[config.mk]
export PLATFORM = sky130hd
export DESIGN_NAME = usb_rx_phy_flat
export DESIGN_NICKNAME = d
export VERILOG_FILES = /design/src/rtl/usb_rx_phy_if.sv /design/src/rtl/usb_rx_phy.sv /design/src/flat_wrapper.sv
export SDC_FILE = /design/constraint.sdc
export NUM_CORES = 1
export LEC_CHECK = 0
export BUFFER_PORTS_ARGS = -buffer_cell sky130_fd_sc_hd__buf_2
export CORE_AREA = 4 4 68 70
export CTS_CLUSTER_DIAMETER = 50
export DETAILED_ROUTE_END_ITERATION = 16
export DIE_AREA = 0 0 72 74
export PLACE_DENSITY = 0.87
export RECOVER_POWER = 50
export SYNTH_ARGS = -nofsm -noshare
export SYNTH_HDL_FRONTEND = slang
export SYNTH_SLANG_ARGS = --single-unit
[constraint.sdc]
create_clock -name clk48 -period 6.36 [get_ports clk48]
set_input_delay 0.636 -clock clk48 [delete_from_list [all_inputs] [get_ports clk48]]
set_output_delay 0.636 -clock clk48 [all_outputs]
set_load 0.005 [all_outputs]
[src/rtl/usb_rx_phy_if.sv]
// Pad-side and packet-decoder-side signals of the full-speed USB receive front end.
// The slave modport is the PHY; the master modport drives the pads and consumes bytes.
interface usb_rx_phy_if;
   logic       dp_raw;
   logic       dn_raw;
   logic       tx_en;
   logic [7:0] rx_data;
   logic       rx_valid;
   logic       rx_active;
   logic       rx_eop;
   logic       rx_err;
   logic       usb_rst;

   modport master (
      output dp_raw, dn_raw, tx_en,
      input  rx_data, rx_valid, rx_active, rx_eop, rx_err, usb_rst
   );

   modport slave (
      input  dp_raw, dn_raw, tx_en,
      output rx_data, rx_valid, rx_active, rx_eop, rx_err, usb_rst
   );
endinterface

[src/rtl/usb_rx_phy.sv]
// Full-speed USB receiver: 4x oversampling DPLL, NRZI decode, SYNC hunt, bit unstuffing,
// EOP detection and bus-reset detection, delivering LSB-first bytes with one-cycle strobes.
module usb_rx_phy #(
   parameter int RESET_CYCLES   = 120,
   parameter int SYNC_MIN_ZEROS = 3
) (
   input  logic         clk48,
   input  logic         rst,
   usb_rx_phy_if.slave  bus
);

   localparam logic [1:0] LS_J   = 2'b10;
   localparam logic [1:0] LS_K   = 2'b01;
   localparam logic [1:0] LS_SE0 = 2'b00;
   localparam logic [1:0] LS_SE1 = 2'b11;

   localparam int               RST_W   = $clog2(RESET_CYCLES + 1);
   localparam logic [RST_W-1:0] RST_MAX = RST_W'(RESET_CYCLES);
   localparam logic [RST_W-1:0] RST_ONE = RST_W'(1);
   localparam logic [3:0]       SYNC_MIN = 4'(SYNC_MIN_ZEROS);

   typedef enum logic [2:0] {
      S_IDLE,
      S_SYNC,
      S_DATA,
      S_EOP1,
      S_EOP2,
      S_WAITJ
   } state_e;

   // Synchroniser and line-change detection
   logic [1:0]       sync1_q;
   logic [1:0]       line_q;
   logic [1:0]       line_prev_q;
   logic [1:0]       phase_q, phase_d;
   logic             line_change;
   logic             sample;

   // Decoder state
   state_e           state_q, state_d;
   logic [1:0]       prev_state_q, prev_state_d;
   logic [3:0]       zeros_q, zeros_d;
   logic [2:0]       ones_q, ones_d;
   logic [2:0]       bit_cnt_q, bit_cnt_d;
   logic [7:0]       shift_q, shift_d;
   logic             j_seen_q, j_seen_d;

   // Outputs and bus-reset detection
   logic [7:0]       rx_data_q, rx_data_d;
   logic             rx_valid_q, rx_valid_d;
   logic             rx_active_q, rx_active_d;
   logic             rx_eop_q, rx_eop_d;
   logic             rx_err_q, rx_err_d;
   logic [RST_W-1:0] se0_cnt_q, se0_cnt_d;

   logic             is_j, is_k, is_se0, is_se1;
   logic             nrzi_bit;

   // Synchroniser resets to idle J so release from reset never looks like a K edge.
   always_ff @(posedge clk48 or negedge rst) begin
      if (!rst) begin
         sync1_q     <= LS_J;
         line_q      <= LS_J;
         line_prev_q <= LS_J;
      end else begin
         sync1_q     <= {bus.dp_raw, bus.dn_raw};
         line_q      <= sync1_q;
         line_prev_q <= line_q;
      end
   end

   // The cycle on which a new line state first appears is phase 0, so the sample lands
   // two cycles into each bit and tolerates both short (3) and long (5) bit cells.
   assign line_change = (line_q != line_prev_q);
   assign phase_d     = line_change ? 2'd0 : phase_q + 2'd1;
   assign sample      = (phase_d == 2'd2);

   assign is_j     = (line_q == LS_J);
   assign is_k     = (line_q == LS_K);
   assign is_se0   = (line_q == LS_SE0);
   assign is_se1   = (line_q == LS_SE1);
   assign nrzi_bit = (line_q == prev_state_q);

   // NOTE: every signal driven here gets a default first, so no path leaves one unassigned
   // and no latch is inferred.
   always_comb begin
      state_d      = state_q;
      prev_state_d = prev_state_q;
      zeros_d      = zeros_q;
      ones_d       = ones_q;
      bit_cnt_d    = bit_cnt_q;
      shift_d      = shift_q;
      j_seen_d     = j_seen_q;
      rx_data_d    = rx_data_q;
      rx_valid_d   = 1'b0;
      rx_eop_d     = 1'b0;
      rx_err_d     = 1'b0;

      if (sample) begin
         prev_state_d = line_q;
         unique case (state_q)
            S_IDLE: begin
               if (is_k) begin
                  state_d = S_SYNC;
                  zeros_d = 4'd1;
               end
            end

            S_SYNC: begin
               if (is_se1) begin
                  rx_err_d = 1'b1;
                  state_d  = S_WAITJ;
               end else if (is_se0) begin
                  state_d = S_IDLE;
               end else if (!nrzi_bit) begin
                  if (zeros_q != 4'hF) zeros_d = zeros_q + 4'd1;
               end else if (zeros_q >= SYNC_MIN) begin
                  // The terminating 1 of SYNC does not count towards the stuffing run.
                  state_d   = S_DATA;
                  ones_d    = 3'd0;
                  bit_cnt_d = 3'd0;
               end else begin
                  state_d = S_IDLE;
               end
            end

            S_DATA: begin
               if (is_se1) begin
                  rx_err_d = 1'b1;
                  state_d  = S_WAITJ;
               end else if (is_se0) begin
                  state_d = S_EOP1;
               end else if (ones_q == 3'd6) begin
                  if (nrzi_bit) begin
                     rx_err_d = 1'b1;
                     state_d  = S_WAITJ;
                  end else begin
                     ones_d = 3'd0;
                  end
               end else begin
                  shift_d   = {nrzi_bit, shift_q[7:1]};
                  bit_cnt_d = bit_cnt_q + 3'd1;
                  ones_d    = nrzi_bit ? ones_q + 3'd1 : 3'd0;
                  if (bit_cnt_q == 3'd7) begin
                     rx_data_d  = shift_d;
                     rx_valid_d = 1'b1;
                  end
               end
            end

            S_EOP1: begin
               if (is_se0) begin
                  state_d = S_EOP2;
               end else begin
                  rx_err_d = 1'b1;
                  state_d  = S_WAITJ;
               end
            end

            // Any partially shifted byte is simply abandoned here.
            S_EOP2: begin
               if (is_j) begin
                  rx_eop_d = 1'b1;
                  state_d  = S_IDLE;
               end else if (!is_se0) begin
                  rx_err_d = 1'b1;
                  state_d  = S_WAITJ;
               end
            end

            S_WAITJ: begin
               if (is_j) begin
                  if (j_seen_q) begin
                     state_d  = S_IDLE;
                     j_seen_d = 1'b0;
                  end else begin
                     j_seen_d = 1'b1;
                  end
               end else begin
                  j_seen_d = 1'b0;
               end
            end

            default: state_d = S_IDLE;
         endcase
      end

      // Our own transmitter owns the line: blank everything and re-qualify idle afterwards.
      if (bus.tx_en) begin
         state_d    = S_WAITJ;
         j_seen_d   = 1'b0;
         rx_data_d  = rx_data_q;
         rx_valid_d = 1'b0;
         rx_eop_d   = 1'b0;
         rx_err_d   = 1'b0;
      end
   end

   assign rx_active_d = (state_d == S_DATA) || (state_d == S_EOP1) || (state_d == S_EOP2);

   // Bus reset watches the line only; it ignores the decoder and tx_en.
   always_comb begin
      se0_cnt_d = '0;
      if (is_se0) begin
         se0_cnt_d = (se0_cnt_q == RST_MAX) ? se0_cnt_q : se0_cnt_q + RST_ONE;
      end
   end

   // NOTE: sequential state uses non-blocking assignments so every register samples
   // the pre-edge values, regardless of block ordering.
   always_ff @(posedge clk48 or negedge rst) begin
      if (!rst) begin
         phase_q      <= 2'd0;
         state_q      <= S_IDLE;
         prev_state_q <= LS_J;
         zeros_q      <= 4'd0;
         ones_q       <= 3'd0;
         bit_cnt_q    <= 3'd0;
         shift_q      <= 8'h00;
         j_seen_q     <= 1'b0;
         rx_data_q    <= 8'h00;
         rx_valid_q   <= 1'b0;
         rx_active_q  <= 1'b0;
         rx_eop_q     <= 1'b0;
         rx_err_q     <= 1'b0;
         se0_cnt_q    <= '0;
      end else begin
         phase_q      <= phase_d;
         state_q      <= state_d;
         prev_state_q <= prev_state_d;
         zeros_q      <= zeros_d;
         ones_q       <= ones_d;
         bit_cnt_q    <= bit_cnt_d;
         shift_q      <= shift_d;
         j_seen_q     <= j_seen_d;
         rx_data_q    <= rx_data_d;
         rx_valid_q   <= rx_valid_d;
         rx_active_q  <= rx_active_d;
         rx_eop_q     <= rx_eop_d;
         rx_err_q     <= rx_err_d;
         se0_cnt_q    <= se0_cnt_d;
      end
   end

   assign bus.rx_data   = rx_data_q;
   assign bus.rx_valid  = rx_valid_q;
   assign bus.rx_active = rx_active_q;
   assign bus.rx_eop    = rx_eop_q;
   assign bus.rx_err    = rx_err_q;
   assign bus.usb_rst   = (se0_cnt_q == RST_MAX);

endmodule

[src/flat_wrapper.sv]
// flat-port wrapper written by rule: the top's interface ports become plain ports
module usb_rx_phy_flat 
#(
   parameter int RESET_CYCLES   = 120,
   parameter int SYNC_MIN_ZEROS = 3
)
  (clk48, rst, bus_dp_raw, bus_dn_raw, bus_tx_en, bus_rx_data, bus_rx_valid, bus_rx_active, bus_rx_eop, bus_rx_err, bus_usb_rst);
  usb_rx_phy_if bus_i ();
  input  logic clk48;
  input  logic rst;
  input wire logic [$bits(bus_i.dp_raw)-1:0] bus_dp_raw;
  input wire logic [$bits(bus_i.dn_raw)-1:0] bus_dn_raw;
  input wire logic [$bits(bus_i.tx_en)-1:0] bus_tx_en;
  output wire logic [$bits(bus_i.rx_data)-1:0] bus_rx_data;
  output wire logic [$bits(bus_i.rx_valid)-1:0] bus_rx_valid;
  output wire logic [$bits(bus_i.rx_active)-1:0] bus_rx_active;
  output wire logic [$bits(bus_i.rx_eop)-1:0] bus_rx_eop;
  output wire logic [$bits(bus_i.rx_err)-1:0] bus_rx_err;
  output wire logic [$bits(bus_i.usb_rst)-1:0] bus_usb_rst;
  assign bus_i.dp_raw = bus_dp_raw;
  assign bus_i.dn_raw = bus_dn_raw;
  assign bus_i.tx_en = bus_tx_en;
  assign bus_rx_data = bus_i.rx_data;
  assign bus_rx_valid = bus_i.rx_valid;
  assign bus_rx_active = bus_i.rx_active;
  assign bus_rx_eop = bus_i.rx_eop;
  assign bus_rx_err = bus_i.rx_err;
  assign bus_usb_rst = bus_i.usb_rst;
  usb_rx_phy #(.RESET_CYCLES(RESET_CYCLES), .SYNC_MIN_ZEROS(SYNC_MIN_ZEROS)) u_core (.clk48(clk48), .rst(rst), .bus(bus_i));
endmodule
==> impl_metrics.py, run 1 <==
metrics = {
    "outcome": {
        "status": "finished, violations left",
        "violations": "capacitance limit, slew limit",
    },
    "floorplanning": {
        "core_um2": 3970,
        "die_h_um": 74,
        "io_pins": 18,
        "die_w_um": 72,
        "die_area_um2": 5330,
        "rows": 23,
        "start_util": 0.623,
    },
    "route": {
        "via_count": 1655,
        "ant_nets": 0,
        "drt-total-wl_mm": 4.31,
        "dr_wl_met3_um": 146,
        "vias_per_cell": 5.75,
        "wl_met1_mm": 1.95,
        "highest-signal-layer": "met4",
        "wl_per_cell_um": 15.0,
        "drcViolationCount": 0,
        "drt_iter0_drc": 151,
        "dr_wl_met2_mm": 2.14,
        "drt-pass1-iter-count": 4,
    },
    "synthesis": {
        "synth_edf_count": 0,
        "ys_seq_area_frac": 0.508,
        "synth_common_cells": "dfrtp_1, nor2_1, o21ai_0",
        "synth.area.mux_share": 0.0845,
        "synthAdderAreaFrac": 0.0556,
        "synthCells": 218,
        "syn_area_um2": 2470,
        "synth_fp_nets": 234,
        "synth-simple-area-share": 0.172,
        "ys.flop_type": "dfrtp_1",
        "synth_largest_area_cell": "dfrtp_1",
        "ys_types": 50,
        "yosys-top-cells-area": "dfrtp_1, mux2_2, ha_1, dfstp_2, o21ai_0",
        "synthArstFlopShare": 1.00,
        "ys_seq_elements": 50,
        "synth-compound-area-share": 0.119,
        "yosys.cell_count.top_type": "dfrtp_1",
        "yosysTopAreaCellShare": 0.465,
        "synth_xor_xnor_area_share": 0.0354,
        "avgSynthCellArea_um2": 11.3,
        "synth_warnings": 0,
        "synth_top_family_by_area": "simple AND/OR/NAND/NOR gates",
    },
    "placement": {
        "hpwl_mm": 2.98,
        "gp_congestion": 0.814,
        "port-buffer-count": 17,
    },
    "worst_hold_path": {
        "hold_start": "u_core.sync1_q[0]",
        "hold_class": "reg -> reg",
    },
    "worst_setup_path": {
        "slowest_delay_ps": 1770,
        "cp.arrival_ps": 2420,
        "cp_cell_sequence": "clkbuf_1",
        "setup.worst_path.class": "in -> async",
        "cp_max_fo": 50,
        "critPathRequiredTime_ps": 6250,
        "slowest_stage": "clkbuf_1",
        "reg2reg_from": "u_core.line_q[1]",
        "crit_buf_inv": 1,
        "start_kind": "primary input",
        "critPathLaunch": "rst",
        "crit_path_end_kind": "asynchronous set/reset pin",
        "cp_top_family": "buffers and inverters",
    },
    "power": {
        "power_leakage_nw": 1.28,
        "switching_power_mw": 0.157,
        "finalPower_mw": 0.625,
        "power.internal_mw": 0.468,
        "p_per_area_nw_per_um2": 231,
        "power.share.sequential": 0.547,
        "power_frac_clock": 0.364,
        "vdd_drop_max_mv": 0.173,
        "combPwrFrac": 0.089,
        "sw_frac_of_total": 0.251,
    },
    "clock_network": {
        "cts_max_level": 2,
        "cts.reportedPaths.clkPinSlew_ps": 90,
        "holdBufCountCts": 0,
        "clock_sinks": 50,
        "cts_setup_buffers": 0,
        "numCtsBuffers": 5,
        "cts-root-buf": "clkbuf_8",
        "tritoncts": "built",
        "insertion_delay_ps": 300,
        "cts-resized-gates": 0,
        "cts_buffer_depth": 2,
    },
    "global_routing": {
        "antenna_found_initial": 0,
        "grt_pass1_wl_mm": 7.35,
        "grt_remaining_overflow": 0,
        "grt_start_max_net_pins": 51,
        "grt_pass1_vias": 1655,
        "grt_usage": 0.177,
    },
    "timing": {
        "finalHoldViolCount": 0,
        "setup_viol": 0,
        "clock_skew_ps": 6.15,
        "worst_slew_pin_slew_ps": 2530,
        "fin_tns_setup_ps": 0,
        "min_period_ps": 2540,
        "drv_slew": 51,
        "rsz0062_at_grt": "no",
        "max_slew_margin": -0.687,
        "max_freq_ghz": 0.394,
        "fin_crit_sh": 0.399,
    },
    "final_layout": {
        "fillers": 275,
        "areaGrowthSynthToFinish_pct": 9.56,
        "n_antenna_cell": 0,
        "nets": 253,
        "drive_gt1_frac": 0.248,
    },
    "job": {
        "max_cap_violations": 1,
    },
}
-- sequential cells by signal, summed over array words and instances (netlist names), 2 cells and up --
name and flops:
u_core.bus.rx_data 8, u_core.se0_cnt_q 7, u_core.shift_q 7, u_core.zeros_q 4
u_core.bit_cnt_q 3, u_core.ones_q 3, u_core.state_q 3, u_core.line_prev_q 2
u_core.line_q 2, u_core.phase_q 2, u_core.prev_state_q 2, u_core.sync1_q 2
-- per-stage QoR --
step	setup WS, ps	utilization	hold slack, ps	std cells	cell area, um2
after global routing	3330	0.682	376	288	2710
final	3820	0.682	368	288	2710
after floorplan	4120	-	331	218	2470
after CTS	3890	0.683	367	288	2710
after detailed placement	3900	0.653	352	280	2590
after global placement	4050	0.653	333	280	2590
-- power groups by stage --
stage	Sequential [mW]	Clock, mW	Combinational, mW
floorplan	0.344	0	0.0397
global placement	0.348	0	0.0535
detailed placement	0.348	0	0.0549
CTS	0.342	0.233	0.0556
global route	0.343	0.247	0.0630
finish	0.342	0.228	0.0553
-- layer usage --
metal | global-route usage | vias to the layer above
li1 | - | 816
met3 | 0.0365 | 8
met4 | 0.0647 | 0
met2 | 0.298 | 39
met5 | 0 | -
met1 | 0.229 | 792
-- cell families after synthesis --
kind of cell               after synthesis
AOI/OAI and AO/OA                       44
xor gates and xnor gates                10
adders and majority gates               11
buffers and inverters                   14
DFF                                     50
muxes                                   19
and+or+nand+nor                         70
-- placed cells by master (no fill, tap or decap), types with 3 or more instances in the layout --
cell type	netlist	final
dfrtp_1	46	46
inv_1	9	9
xnor2_1	5	5
o21ai_0	16	16
clkbuf_8	0	5
buf_2	1	16
mux2_2	15	15
ha_1	11	11
mux2i_1	4	4
nor2b_1	3	3
nor3_1	6	6
dfstp_2	4	3
xor2_1	5	5
nand2_1	14	14
nor2_1	16	16
or2_2	3	3
nand2b_1	3	3
a21oi_1	8	8
nand3_1	5	5
-- area by class of cell --
cell class,count,area [um2],area share
well taps,50,62.6,0.0231
inverters,9,33.8,0.0125
multi-input cells,154,1160,0.427
clock buffers,5,68.8,0.0254
clock inverters,3,48.8,0.0180
repair buffers,17,83.8,0.0309
flip-flops and latches,50,1260,0.464
-- final timing paths --
kind | endpoint | slack [ps] | cells after the start
hold reg to reg | u_core.line_q[0] | 370 | 0
max in group clk48 | u_core.zeros_q[3] | 3820 | 8
setup reg to reg | u_core.zeros_q[3] | 3820 | 8
hold / removal | u_core.line_q[0] | 370 | 0
min in group asynchronous | u_core.se0_cnt_q[3] | 1120 | 1
setup / recovery | u_core.ones_q[2] | 3820 | 1
No activity file was read; power rests on OpenSTA's default activity.
==> run 2: changes to the inputs <==
- CORE_AREA: 4 4 68 70 -> 4 4 73 75
- DIE_AREA: 0 0 72 74 -> 0 0 77 79
- PLACE_DENSITY: 0.87 -> 0.8
- clock period: 6.36 -> 2.15 ns (I/O delays scaled with it)
==> impl_metrics.py, run 2 (synthesized netlist as in run 1, its figures left out) <==
metrics = {
    "worst_setup_path": {
        "cp_max_fo": 6,
        "critPathRequiredTime_ps": 2380,
        "start_kind": "flip-flop",
        "crit_path_end_kind": "flip-flop",
        "setup.worst_path.class": "reg -> reg",
        "cp.arrival_ps": 2360,
    },
    "route": {
        "wl_per_cell_um": 15.8,
        "wl_met1_mm": 2.22,
        "drt-pass1-iter-count": 4,
        "drt_iter0_drc": 144,
        "highest-signal-layer": "met4",
        "dr_wl_met3_um": 217,
        "dr_wl_met2_mm": 2.57,
        "vias_per_cell": 5.73,
        "drt-total-wl_mm": 5.08,
        "drcViolationCount": 0,
        "via_count": 1845,
        "ant_nets": 0,
    },
    "final_layout": {
        "final_common_cell": "dfrtp_1",
        "n_antenna_cell": 0,
        "largest_reg_flops": 8,
        "nets": 283,
        "design_area_um2": 3070,
        "layout_common_cells": "dfrtp_1, buf_4, buf_2",
        "drive_gt1_frac": 0.362,
        "areaGrowthSynthToFinish_pct": 24.3,
    },
    "timing": {
        "hold_slack_ps": 154,
        "fin_crit_sh": 0.990,
        "setup_ws_ps": 22.4,
        "min_period_ps": 2130,
        "drv_slew": 0,
        "worst_slew_pin_slew_ps": 569,
        "clock_skew_ps": 14.0,
        "max_freq_ghz": 0.470,
        "rsz0062_at_grt": "yes",
        "setup_viol": 0,
        "max_slew_margin": 0.620,
        "finalHoldViolCount": 0,
        "fin_tns_setup_ps": 0,
    },
    "clock_network": {
        "cts.reportedPaths.clkPinSlew_ps": 100,
        "numCtsBuffers": 5,
        "cts_buffer_depth": 2,
        "clock_sinks": 50,
        "cts_max_level": 2,
        "cts-root-buf": "clkbuf_8",
        "tritoncts": "built",
        "insertion_delay_ps": 310,
    },
    "floorplanning": {
        "die_h_um": 79,
        "die_w_um": 77,
        "start_util": 0.531,
        "core_um2": 4660,
        "die_area_um2": 6080,
        "io_pins": 18,
        "rows": 25,
    },
    "global_routing": {
        "grt_usage": 0.175,
        "grt_pass1_vias": 1747,
        "grt_remaining_overflow": 0,
        "antenna_found_initial": 0,
        "grt_start_max_net_pins": 28,
        "grt_pass1_wl_mm": 8.42,
    },
    "power": {
        "p_per_area_nw_per_um2": 650,
        "vdd_drop_max_mv": 0.407,
        "finalPower_mw": 2.00,
        "power_leakage_nw": 1.45,
    },
    "placement": {
        "gp_congestion": 0.859,
        "hpwl_mm": 3.33,
        "dpl_worst_slack_ps": -53.6,
        "port-buffer-count": 17,
        "placed_cell_area_um2": 2760,
    },
    "worst_hold_path": {
        "hold_class": "in -> reg",
    },
    "outcome": {
        "status": "finished clean",
    },
    "job": {
        "max_cap_violations": 0,
    },
}
==> run 2: changes by cell type in the layout (fill, tap and decap cells not counted), sizes merged <==
cell / delta
nand4b: +1
dlygate4sd3: +3
buf: +27
clkinvlp: -1
==> run 2: worst paths after layout <==
| check | from | endpoint | slack [ps] | cells after the start |
|---|---|---|---|---|
| setup reg to reg | u_core.line_q[1] | u_core.ones_q[1] | 20 | 7 |
| setup / recovery | u_core.line_q[1] | u_core.ones_q[1] | 20 | 7 |
| max in group asynchronous | rst | u_core.prev_state_q[1] | 1110 | 3 |
| hold / removal | bus_tx_en | u_core.j_seen_q | 150 | 2 |
| min in group asynchronous | rst | u_core.j_seen_q | 420 | 2 |
| hold reg to reg | u_core.sync1_q[0] | u_core.line_q[0] | 360 | 0 |
==> run 2: area by class of cell <==
class / instances / area [um2]
clock buffer: 6 / 82.6
clock inverter: 2 / 38.8
fill: 320 / 1590
inverter: 9 / 33.8
multi-input combinational: 155 / 1260
sequential: 50 / 1260
tap: 54 / 67.6
timing repair buffer: 46 / 330
==> run 2: per-stage QoR <==
stage | util | cells
3_3_place_gp | 0.591 | 303
5_1_grt | 0.660 | 322
4_1_cts | 0.635 | 316
6_report | 0.660 | 322
2_1_floorplan | - | 218
3_5_place_dp | 0.591 | 303
==> run 2: worst max-delay path, stage by stage, from the launching register on <==
cell	delay, ps
dfstp_2	560
buf_4	160
xnor2_4	160
nand4b_4	240
nor3_4	250
o21ai_4	100
or4_4	440
o21ai_1	130
==> run 2: routing by layer <==
layer / vias up / track usage
li1: 881 / -
met1: 909 / 0.227
met2: 47 / 0.301
met3: 8 / 0.0295
met4: 0 / 0.0552
met5: - / 0
==> run 2: timing repair <==
action,CTS,global route
endpoints found under the hold margin,23,2
cloned,1,0
pin swaps,4,6
hold buffers,1,2
buffers inserted,3,4
resized for setup,6,12
setup endpoints to repair,4,27
==> run 2: power breakdown <==
part	switching [mW]	internal (mW)	total, mW
clock network	0.331	0.383	0.714
registers	0.0315	0.978	1.01
logic	0.159	0.116	0.275
total	0.521	1.48	2.00
